File: src/rtl/noise_detection_pkg.sv
// Shared defaults and helpers for the impulse-noise detector.
// Imported by the comparator and by the top level so defaults stay in one place.
package noise_detection_pkg;

  localparam int unsigned DEFAULT_DATA_WIDTH = 8;
  localparam int unsigned DEFAULT_CNT_WIDTH  = 16;

  // Largest unsigned value a pixel of the given width can hold.
  function automatic int unsigned maxPixel(input int unsigned width);
    return (width >= 32) ? 32'hFFFF_FFFF : ((32'd1 << width) - 32'd1);
  endfunction

  localparam int unsigned DEFAULT_MAX_PIXEL = maxPixel(DEFAULT_DATA_WIDTH);

endpackage

File: src/rtl/noise_compare.sv
// Purely combinational salt/pepper classifier: a pixel at or below T1, or at or
// above T2, is treated as impulse noise.
module noise_compare
  import noise_detection_pkg::*;
#(
  parameter int unsigned DATA_WIDTH = DEFAULT_DATA_WIDTH,
  parameter int unsigned T1         = 0,
  parameter int unsigned T2         = maxPixel(DATA_WIDTH)
) (
  input  logic [DATA_WIDTH-1:0] pixel,
  output logic                  noisy
);

  // Reject threshold sets that would make the clean band empty or unreachable.
  if (T1 >= T2) begin : gBadOrder
    $fatal(1, "noise_compare: T1 must be strictly below T2");
  end
  if (T2 > maxPixel(DATA_WIDTH)) begin : gBadRange
    $fatal(1, "noise_compare: T2 exceeds the largest pixel value");
  end

  localparam logic [DATA_WIDTH-1:0] LO_THRESH = DATA_WIDTH'(T1);
  localparam logic [DATA_WIDTH-1:0] HI_THRESH = DATA_WIDTH'(T2);

  assign noisy = (pixel <= LO_THRESH) || (pixel >= HI_THRESH);

endmodule

File: src/rtl/noise_detection.sv
// Registered impulse-noise detector: one-cycle flag per accepted centre pixel
// plus a saturating count of noisy samples.
module noise_detection
  import noise_detection_pkg::*;
#(
  parameter int unsigned DATA_WIDTH = DEFAULT_DATA_WIDTH,
  parameter int unsigned T1         = 0,
  parameter int unsigned T2         = maxPixel(DATA_WIDTH),
  parameter int unsigned CNT_WIDTH  = DEFAULT_CNT_WIDTH
) (
  input  logic                  clk,
  input  logic                  rst_n,
  input  logic                  in_valid,
  input  logic [DATA_WIDTH-1:0] wCenter,
  input  logic                  cnt_clr,
  output logic                  noiseF,
  output logic                  out_valid,
  output logic [CNT_WIDTH-1:0]  noise_count
);

  localparam logic [CNT_WIDTH-1:0] CNT_MAX = '1;

  logic isNoisy;

  noise_compare #(
    .DATA_WIDTH (DATA_WIDTH),
    .T1         (T1),
    .T2         (T2)
  ) uCompare (
    .pixel (wCenter),
    .noisy (isNoisy)
  );

  // NOTE: sequential state uses non-blocking assignments so every register
  // samples pre-edge values, regardless of statement order.
  always_ff @(posedge clk or negedge rst_n) begin
    if (!rst_n) begin
      noiseF      <= 1'b0;
      out_valid   <= 1'b0;
      noise_count <= '0;
    end else begin
      out_valid <= in_valid;
      if (in_valid) begin
        noiseF <= isNoisy;
      end
      // Clear takes priority over a same-cycle increment; the count never wraps.
      if (cnt_clr) begin
        noise_count <= '0;
      end else if (in_valid && isNoisy && (noise_count != CNT_MAX)) begin
        noise_count <= noise_count + CNT_WIDTH'(1);
      end
    end
  end

endmodule

File: config.mk
export PLATFORM = sky130hd
export DESIGN_NAME = noise_detection
export DESIGN_NICKNAME = d
export VERILOG_FILES = /design/src/rtl/noise_detection_pkg.sv /design/src/rtl/noise_compare.sv /design/src/rtl/noise_detection.sv
export SDC_FILE = /design/constraint.sdc
export NUM_CORES = 1
export LEC_CHECK = 0
export ABC_CLOCK_PERIOD_IN_PS = 2400
export CORE_ASPECT_RATIO = 0.7
export CORE_UTILIZATION = 47
export CTS_CLUSTER_SIZE = 14
export DETAILED_ROUTE_END_ITERATION = 10
export PLACE_DENSITY_LB_ADDON = 0.12
export SLEW_MARGIN = 20
export SYNTH_ARGS = -nofsm -noshare
export SYNTH_HDL_FRONTEND = slang
export SYNTH_SLANG_ARGS = --single-unit
File: constraint.sdc
create_clock -name clk -period 2.4 [get_ports clk]
set_input_delay 0.24 -clock clk [delete_from_list [all_inputs] [get_ports clk]]
set_output_delay 0.24 -clock clk [all_outputs]
set_load 0.03 [all_outputs]
==> flow_metrics.py, run 1 <==
metrics = {
    "clocking": {
        "post_cts_buffers": 0,
        "cts_buffer_depth": 2,
        "hold_buffers": 0,
        "numCtsBuffers": 3,
        "cts_resized": 0,
        "cts_num_sinks": 18,
        "path_clk_slew_ps": 100,
        "root_buffer": "clkbuf_4",
        "cts_tree": "built",
        "cts-htree-levels": 1,
        "insertion_delay_ps": 290,
    },
    "routing": {
        "wl_um": 2490,
        "route.top_layer_used": "met4",
        "drt_iter0_drc": 71,
        "detailedRoute.firstPassIterationCount": 4,
        "wl_met2_um": 1180,
        "wire_per_inst_um": 14.1,
        "avgViaCountPerCell": 5.84,
        "vias": 1034,
        "met1_length_um": 1210,
        "dr_wl_met3_um": 89,
        "ant_nets": 0,
        "drc": 0,
    },
    "floorplan": {
        "rows": 14,
        "start_util_pct": 50.4,
        "die_w_um": 59.7,
        "ios": 30,
        "core_mm2": 0.00217,
        "dieArea_mm2": 0.00253,
        "die_h_um": 42.4,
    },
    "critical_path": {
        "path_class": "input port to flop",
        "cp.arrival_ps": 2310,
        "crit_path_end": "noise_count[9]",
        "cp-startpoint": "wCenter[4]",
        "critPathLaunchType": "input port",
        "critPathMaxFanout": 13,
        "r2r_slack_ps": 310,
        "crit_required_ps": 2610,
        "timing.rr.start": "noise_count[0]",
        "timing.rr.end": "noise_count[9]",
        "end_kind": "flop",
        "reg2regPathDepth": 7,
    },
    "global_routing": {
        "grt_pass1_wl_um": 4140,
        "grt_pass1_vias": 974,
        "grt_start_max_net_pins": 19,
        "grt_use_total_pct": 21.8,
        "antenna_found_initial": 0,
        "grt_overflow_total": 0,
    },
    "synthesis": {
        "syn_area_mm2": 0.00109,
        "yosys.area.top_type_share_pct": 41.1,
        "yosysTopAreaCell": "dfrtp_1",
        "syn-num-nets": 126,
        "async_flop_share_pct": 100,
        "synth_ff_type": "dfrtp_1",
        "post_synth.cell_area_avg_um2": 9.69,
        "yosys_register_bits": 18,
        "synth-seq-area-share_pct": 41.1,
        "synth_edf_count": 0,
        "netlist_instances": 113,
        "synthTopCellsByArea": "dfrtp_1 (41%), a21oi_1 (6.4%), o31ai_1 (4.8%)",
        "yosysUniqueCellTypes": 33,
        "ys.warnings.count": 0,
    },
    "place": {
        "place_hpwl_um": 1890,
        "portBuffers": 29,
        "place.gp.congestion": 0.737,
    },
    "power": {
        "vdd_ir_drop_max_v": 0.000312,
        "p_clk_share_pct": 35.0,
        "combPwrFrac_pct": 7.6,
        "switchingPower_mw": 0.113,
        "switching_share_pct": 21.4,
        "p_int_mw": 0.417,
        "p_per_area_mw_per_mm2": 367,
        "power.total_mw": 0.530,
        "pwr-share-seq_pct": 57.5,
        "leakagePower_nw": 0.501,
    },
    "timing": {
        "grt_setup_unrepaired": "false",
        "layout_min_cycle_time_ps": 2090,
        "finalCritPeriodShare_pct": 87.1,
        "worst_pin_slew_ps": 803,
        "setup_viol": 0,
        "max_freq_ghz": 0.478,
        "drv_slew": 0,
        "fin_skew_ps": 4.17,
        "slew_headroom_pct": 46.3,
        "hold_slack_ps": 402,
        "hold_viol_final": 0,
    },
    "layout": {
        "syn2layout_area_growth_pct": 32.1,
        "drive_above_1_share_pct": 11.0,
        "diodes": 0,
        "post-route-util_pct": 66.6,
        "nets": 159,
    },
    "outcome": {
        "status": "complete, no violations",
    },
    "run": {
        "maxCapViolCount": 0,
    },
    "worst_hold_path": {
        "hp-class": "input port to async pin",
    },
}
power groups by stage:
stage | registers (mW) | clock network (mW) | logic (mW)
floorplan | 0.313 | 0 | 0.00745
global placement | 0.311 | 0 | 0.0402
detailed placement | 0.311 | 0 | 0.0410
CTS | 0.305 | 0.195 | 0.0410
global route | 0.305 | 0.211 | 0.0439
finish | 0.305 | 0.185 | 0.0402
synth_stat cells, types with 2 or more instances:
cell type	count
or4_4	2
a21oi_1	14
nor2_1	5
nand3_1	4
o2111ai_1	2
or3_1	8
buf_6	2
o21a_1	2
nand2_1	4
dfrtp_1	18
inv_1	4
nand4_1	4
o21ai_0	10
or4b_1	2
or4_1	6
o31ai_1	7
nor3_1	3
layout make-up:
cell class / instances / area [um2]
clock buffer: 4 / 36.3
timing repair buffer: 32 / 313
fill: 185 / 726
multi-input combinational: 87 / 592
sequential: 18 / 450
tap: 32 / 40.0
inverter: 4 / 15.0
flip-flops by register name, indices dropped and copies added (netlist names):
| name | flops |
|---|---|
| noise_count | 16 |
| noiseF | 1 |
| out_valid | 1 |
worst min path at each step:
| stage | to | cells after the start |
|---|---|---|
| final | noise_count[9] | 1 |
| after global routing | out_valid | 1 |
| after CTS | noise_count[6] | 1 |
| after detailed placement | noiseF | 2 |
| after global placement | noiseF | 2 |
| after floorplan | noiseF | 0 |
per-stage QoR:
stage          setup slack (ps)  cells  setup TNS, ps  area [um2]
6_report                    309    177              0        1450
5_1_grt                     153    177              0        1450
4_1_cts                     310    177              0        1450
3_5_place_dp              -1.47    173          -1.47        1410
3_3_place_gp               76.8    173              0        1410
2_1_floorplan               206    113              0        1090
worst max-delay path, stage by stage:
cell and delay, ps:
clkdlybuf4s50_1 420, or4_4 580, nor2_8 170, o21ai_2 170
or4_1 560, a21oi_1 160
logic make-up (layout without fill, tap and decap cells):
kind of cell | count (synthesis) | in the layout | synth area share [%]
AO/OA/AOI/OAI | 39 | 39 | 23.7
adder cells (fa/ha/maj) | 1 | 1 | 1.14
buffers and inverters | 8 | 40 | 4.80
flip-flops | 18 | 18 | 41.1
AND/OR/NAND/NOR | 47 | 47 | 29.3
metal layers:
| metal | global-route usage [%] | vias up |
|---|---|---|
| met1 | 30.2 | 498 |
| met3 | 5.56 | 2 |
| met5 | 0 | - |
| met2 | 33.3 | 23 |
| li1 | - | 511 |
| met4 | 6.98 | 0 |
layout by cell type, fill, tap and decap left out, types with 2 or more instances in the layout:
cell / instances
a21oi_1: 14
buf_4: 3
clkbuf_4: 3
clkdlybuf4s50_1: 29
dfrtp_1: 18
inv_1: 4
nand2_1: 4
nand3_1: 4
nand4_1: 4
nor2_1: 5
nor3_1: 3
o2111ai_1: 2
o21a_1: 2
o21ai_0: 10
o31ai_1: 7
or3_1: 8
or4_1: 6
or4_4: 2
or4b_1: 2
No activity file was read; power rests on OpenSTA's default activity.
==> inputs of run 2 (changes only) <==
Settings changed: CELL_PAD_IN_SITES_DETAIL_PLACEMENT from default to 0, CELL_PAD_IN_SITES_GLOBAL_PLACEMENT from default to 1, CORE_UTILIZATION 47 to 35.
==> run 2 against run 1 <==
Flip-flop and latch count unchanged. Clock skew is essentially flat. First-iteration DRC count decreased by 61%. Final area is 3.2% higher. Total power rose by 13%. Via count up 0.97%. Global-route usage decreased by 2.8 points. Hold slack better by 58 ps. Combinational power grew 2%. Die area up 33%. Sequential power barely moved. Final cell count increased by 4.0%. Highest routed layer unchanged.
==> flow_metrics.py, run 2 (same netlist as run 1, synthesis figures left out) <==
metrics = {
    "outcome": {
        "status": "complete, no violations",
    },
    "layout": {
        "final_common_cell": "clkdlybuf4s50_1",
        "largest_reg_flops": 16,
        "drive_above_1_share_pct": 12.8,
        "syn2layout_area_growth_pct": 36.3,
        "final_cell_mix": "clkdlybuf4s50_1 (29), dfrtp_1 (18), a21oi_1 (14)",
        "nets": 162,
        "diodes": 0,
        "top_register": "noise_count",
        "top_regs": "noise_count (16), noiseF (1), out_valid (1)",
    },
    "critical_path": {
        "max_stage_delay_ps": 540,
        "crit_buf_inv": 0,
        "critPathMaxFanout": 7,
        "critPathLaunchType": "flop",
        "cp.arrival_ps": 2290,
        "path_delay_family": "simple AND/OR/NAND/NOR gates",
        "cp_slowest_cell": "or4b_1",
        "path_cells": "ha_1, nand3_1, nor3_1, or4b_1, or3_1, a21oi_1",
        "end_kind": "flop",
        "r2r_slack_ps": 280,
        "crit_required_ps": 2570,
        "path_class": "flop to flop",
        "reg2regPathDepth": 6,
        "timing.rr.end": "noise_count[13]",
        "timing.rr.start": "noise_count[0]",
    },
    "global_routing": {
        "grt_overflow_total": 0,
        "antenna_found_initial": 0,
        "grt_pass1_vias": 997,
        "grt_pass1_wl_um": 4800,
        "grt_use_total_pct": 19.0,
        "grt_start_max_net_pins": 19,
    },
    "power": {
        "switchingPower_mw": 0.129,
        "p_int_mw": 0.470,
        "combPwrFrac_pct": 6.9,
        "p_per_area_mw_per_mm2": 401,
        "vdd_ir_drop_max_v": 0.000238,
        "p_clk_share_pct": 42.3,
        "leakagePower_nw": 0.522,
        "pwr-share-seq_pct": 50.9,
        "power.total_mw": 0.599,
        "switching_share_pct": 21.5,
    },
    "clocking": {
        "post_cts_buffers": 0,
        "insertion_delay_ps": 260,
        "hold_buffers": 0,
        "numCtsBuffers": 3,
        "path_clk_slew_ps": 70,
        "root_buffer": "clkbuf_8",
        "cts_resized": 0,
        "cts_buffer_depth": 2,
        "cts_num_sinks": 18,
        "cts_tree": "built",
        "cts-htree-levels": 1,
    },
    "floorplan": {
        "die_w_um": 68.8,
        "start_util_pct": 38.0,
        "die_h_um": 48.8,
        "ios": 30,
        "core_mm2": 0.00288,
        "rows": 16,
        "dieArea_mm2": 0.00336,
    },
    "timing": {
        "setup_viol": 0,
        "slew_headroom_pct": 44.0,
        "finalSetupTns_ps": 0,
        "max_freq_ghz": 0.472,
        "fin_skew_ps": 4.43,
        "layout_min_cycle_time_ps": 2120,
        "hold_viol_final": 0,
        "drv_slew": 0,
        "grt_setup_unrepaired": "false",
        "worst_pin_slew_ps": 837,
        "finalCritPeriodShare_pct": 88.4,
    },
    "routing": {
        "avgViaCountPerCell": 5.67,
        "drt_iter0_drc": 28,
        "vias": 1044,
        "ant_nets": 0,
        "wire_per_inst_um": 14.7,
        "drc": 0,
        "wl_um": 2710,
        "detailedRoute.firstPassIterationCount": 4,
    },
    "place": {
        "portBuffers": 29,
        "place_hpwl_um": 2030,
        "place.gp.congestion": 0.759,
    },
    "run": {
        "maxCapViolCount": 0,
    },
    "worst_hold_path": {
        "hp-class": "input port to async pin",
    },
}
-- run 2: final cells by class --
class                      count  area (um2)
clock buffer                   4        55.1
fill                         291        1390
tap                           36        45.0
timing repair buffer          35         335
sequential                    18         450
multi-input combinational     87         592
inverter                       4        15.0
-- run 2: metrics by stage --
| stage | utilization [%] | cells | hold WS [ps] | worst slack (ps) | cell area [um2] |
|---|---|---|---|---|---|
| finish | 51.8 | 184 | 459 | 279 | 1490 |
| global route | 51.8 | 184 | 550 | 59.8 | 1490 |
| CTS | 51.8 | 184 | 503 | 277 | 1490 |
| detailed placement | 49.9 | 180 | 532 | 26.2 | 1440 |
| global placement | 49.9 | 180 | 515 | 57.1 | 1440 |
| floorplan | - | 113 | -55.6 | 206 | 1090 |
-- run 2: layer usage --
| layer | GRT usage [%] | routed length [um] | share of wire (%) | vias to the layer above |
|---|---|---|---|---|
| li1 | - | - | - | 513 |
| met1 | 28.4 | 1350 | 50 | 506 |
| met2 | 27.7 | 1240 | 46 | 23 |
| met3 | 5.61 | 106 | 3.9 | 2 |
| met4 | 2.38 | 4 | 0.15 | 0 |
| met5 | 0 | 0 | 0 | - |
-- run 2: power by group through the flow --
stage / combinational, mW / sequential [mW] / clock (mW)
after detailed placement: 0.0422 / 0.311 / 0
final: 0.0410 / 0.305 / 0.253
after global placement: 0.0412 / 0.310 / 0
after floorplan: 0.00745 / 0.313 / 0
after CTS: 0.0424 / 0.305 / 0.262
after global routing: 0.0452 / 0.305 / 0.276
-- run 2: worst max path at each step --
stage / start / to / slack, ps / cells past startpoint
2_1_floorplan: noise_count[0] / noise_count[11] / 210 / 8
3_3_place_gp: wCenter[4] / noise_count[9] / 60 / 6
3_5_place_dp: wCenter[4] / noise_count[6] / 30 / 6
4_1_cts: noise_count[0] / noise_count[13] / 280 / 6
5_1_grt: noise_count[1] / noise_count[1] / 60 / 7
6_report: noise_count[0] / noise_count[13] / 280 / 6
==> inputs of run 3 (changes only) <==
Settings changed: GPL_TIMING_DRIVEN from default to 0, HOLD_SLACK_MARGIN from default to 0.08.
==> run 3 against run 2 <==
Flip-flop and latch count stayed put. Count of clock-buffer cells in the layout stayed put. Hold slack better by 3.9 ps. Non-clock buffer count is 2 lower. Utilization is 0.30 points higher. First-iteration DRC count grew to 3.0 times the previous value. Via count is 2.1% higher. Fmax is 6.4% lower. Global-route usage is 1.1 points higher. Clock skew is 0.98 ps lower. Routed wire length is 8.6% higher. Worst setup slack worse by 150 ps.
==> flow_metrics.py, run 3 (same netlist as run 1, synthesis figures left out) <==
metrics = {
    "outcome": {
        "status": "complete, no violations",
    },
    "power": {
        "power.total_mw": 0.600,
        "switching_share_pct": 21.4,
        "p_clk_share_pct": 42.1,
        "leakagePower_nw": 0.532,
        "p_int_mw": 0.471,
        "p_per_area_mw_per_mm2": 399,
        "switchingPower_mw": 0.128,
        "combPwrFrac_pct": 7.1,
        "vdd_ir_drop_max_v": 0.000332,
        "pwr-share-seq_pct": 50.8,
    },
    "timing": {
        "fin_skew_ps": 3.45,
        "layout_min_cycle_time_ps": 2270,
        "max_freq_ghz": 0.441,
        "slew_headroom_pct": 43.4,
        "worst_pin_slew_ps": 847,
        "finalSetupTns_ps": 0,
        "finalCritPeriodShare_pct": 94.4,
        "drv_slew": 0,
        "hold_viol_final": 0,
        "timing.final.ws_setup_ps": 134,
        "grt_setup_unrepaired": "false",
        "setup_viol": 0,
    },
    "place": {
        "post-place-ws_ps": -83.5,
        "place_hpwl_um": 2170,
        "place.gp.congestion": 0.752,
        "portBuffers": 29,
        "place_area_mm2": 0.00143,
    },
    "global_routing": {
        "grt_start_max_net_pins": 19,
        "grt_use_total_pct": 20.1,
        "grt_pass1_vias": 1031,
        "use_met1_pct": 30.4,
        "grt_overflow_total": 0,
        "grt_use_met2_pct": 28.8,
        "antenna_found_initial": 0,
        "grt_busiest_layer": "met1",
        "grt_pass1_wl_um": 5000,
        "grt_use_met3_pct": 5.14,
    },
    "routing": {
        "vias": 1066,
        "wire_per_inst_um": 16.2,
        "detailedRoute.firstPassIterationCount": 4,
        "ant_nets": 0,
        "drt_iter0_drc": 83,
        "wl_um": 2940,
        "avgViaCountPerCell": 5.86,
        "drc": 0,
    },
    "clocking": {
        "cts_buffer_depth": 2,
        "cts-htree-levels": 1,
        "cts_num_sinks": 18,
        "hold_buffers": 0,
        "path_clk_slew_ps": 70,
        "cts_tree": "built",
        "insertion_delay_ps": 260,
        "root_buffer": "clkbuf_8",
        "numCtsBuffers": 3,
    },
    "run": {
        "maxCapViolCount": 0,
    },
    "floorplan": {
        "die_w_um": 68.8,
        "start_util_pct": 38.0,
        "rows": 16,
        "dieArea_mm2": 0.00336,
        "die_h_um": 48.8,
        "core_mm2": 0.00288,
        "ios": 30,
    },
    "critical_path": {
        "end_kind": "flop",
        "path_delay_family": "simple AND/OR/NAND/NOR gates",
        "crit_buf_inv": 2,
        "max_stage_delay_ps": 460,
        "critPathLaunchType": "flop",
        "crit_required_ps": 2570,
        "path_cells": "ha_1, nand3_2, or3_4, nor4_4, buf_4, buf_6, o21ai_0, a21oi_1",
        "timing.rr.start": "noise_count[0]",
        "cp-startpoint": "noise_count[0]",
        "cp_slowest_cell": "or3_4",
        "critPathMaxFanout": 10,
        "cp.arrival_ps": 2440,
        "reg2regPathDepth": 8,
        "path_class": "flop to flop",
        "path_depth": 8,
    },
    "worst_hold_path": {
        "hp-class": "input port to async pin",
    },
    "layout": {
        "largest_reg_flops": 16,
        "post-route-util_pct": 52.1,
        "diodes": 0,
        "syn2layout_area_growth_pct": 37.1,
        "top_regs": "noise_count (16), noiseF (1), out_valid (1)",
        "top_register": "noise_count",
        "final_common_cell": "clkdlybuf4s50_1",
        "drive_above_1_share_pct": 11.6,
        "final_area_mm2": 0.00150,
        "nets": 160,
        "final_cell_mix": "clkdlybuf4s50_1 (29), dfrtp_1 (18), a21oi_1 (14)",
    },
}
==> run 3: routing by layer <==
layer  up-vias  routed length [um]
met1       520                1430
met5         -                   0
met2        35                1340
met3         3                 153
met4         0                  10
li1        508                   -
==> run 3: what timing repair did <==
action,4_1_cts,5_1_grt
cloned,0,0
setup buffers,0,0
setup endpoints to repair,10,9
gates resized for setup,2,1
==> run 3: power groups by stage <==
stage          clock, mW  sequential (mW)  combinational [mW]
5_1_grt            0.273            0.305              0.0467
3_3_place_gp           0            0.310              0.0427
3_5_place_dp           0            0.310              0.0436
6_report           0.252            0.305              0.0429
4_1_cts            0.260            0.304              0.0435
2_1_floorplan          0            0.313             0.00745
==> run 3: through the flow <==
step,cells,hold slack [ps]
floorplan,113,-55.6
global route,182,553
CTS,182,502
detailed placement,178,519
global placement,178,515
finish,182,463
==> run 3: final cells by class <==
cell class / count / area, um2
Fill cell: 271 / 1380
Timing Repair Buffer: 29 / 290
Multi-Input combinational cell: 87 / 606
Sequential cell: 18 / 450
Inverter: 4 / 15.0
Clock buffer: 4 / 55.1
Tap cell: 36 / 45.0
Buffer: 4 / 40.0
==> run 3: final timing paths <==
path	to	slack, ps
min reg2reg	noiseF	530
min	noise_count[8]	460
max reg2reg	noise_count[0]	130
max	noise_count[0]	130
min in group clk	noiseF	530
max in group asynchronous	noise_count[12]	1410
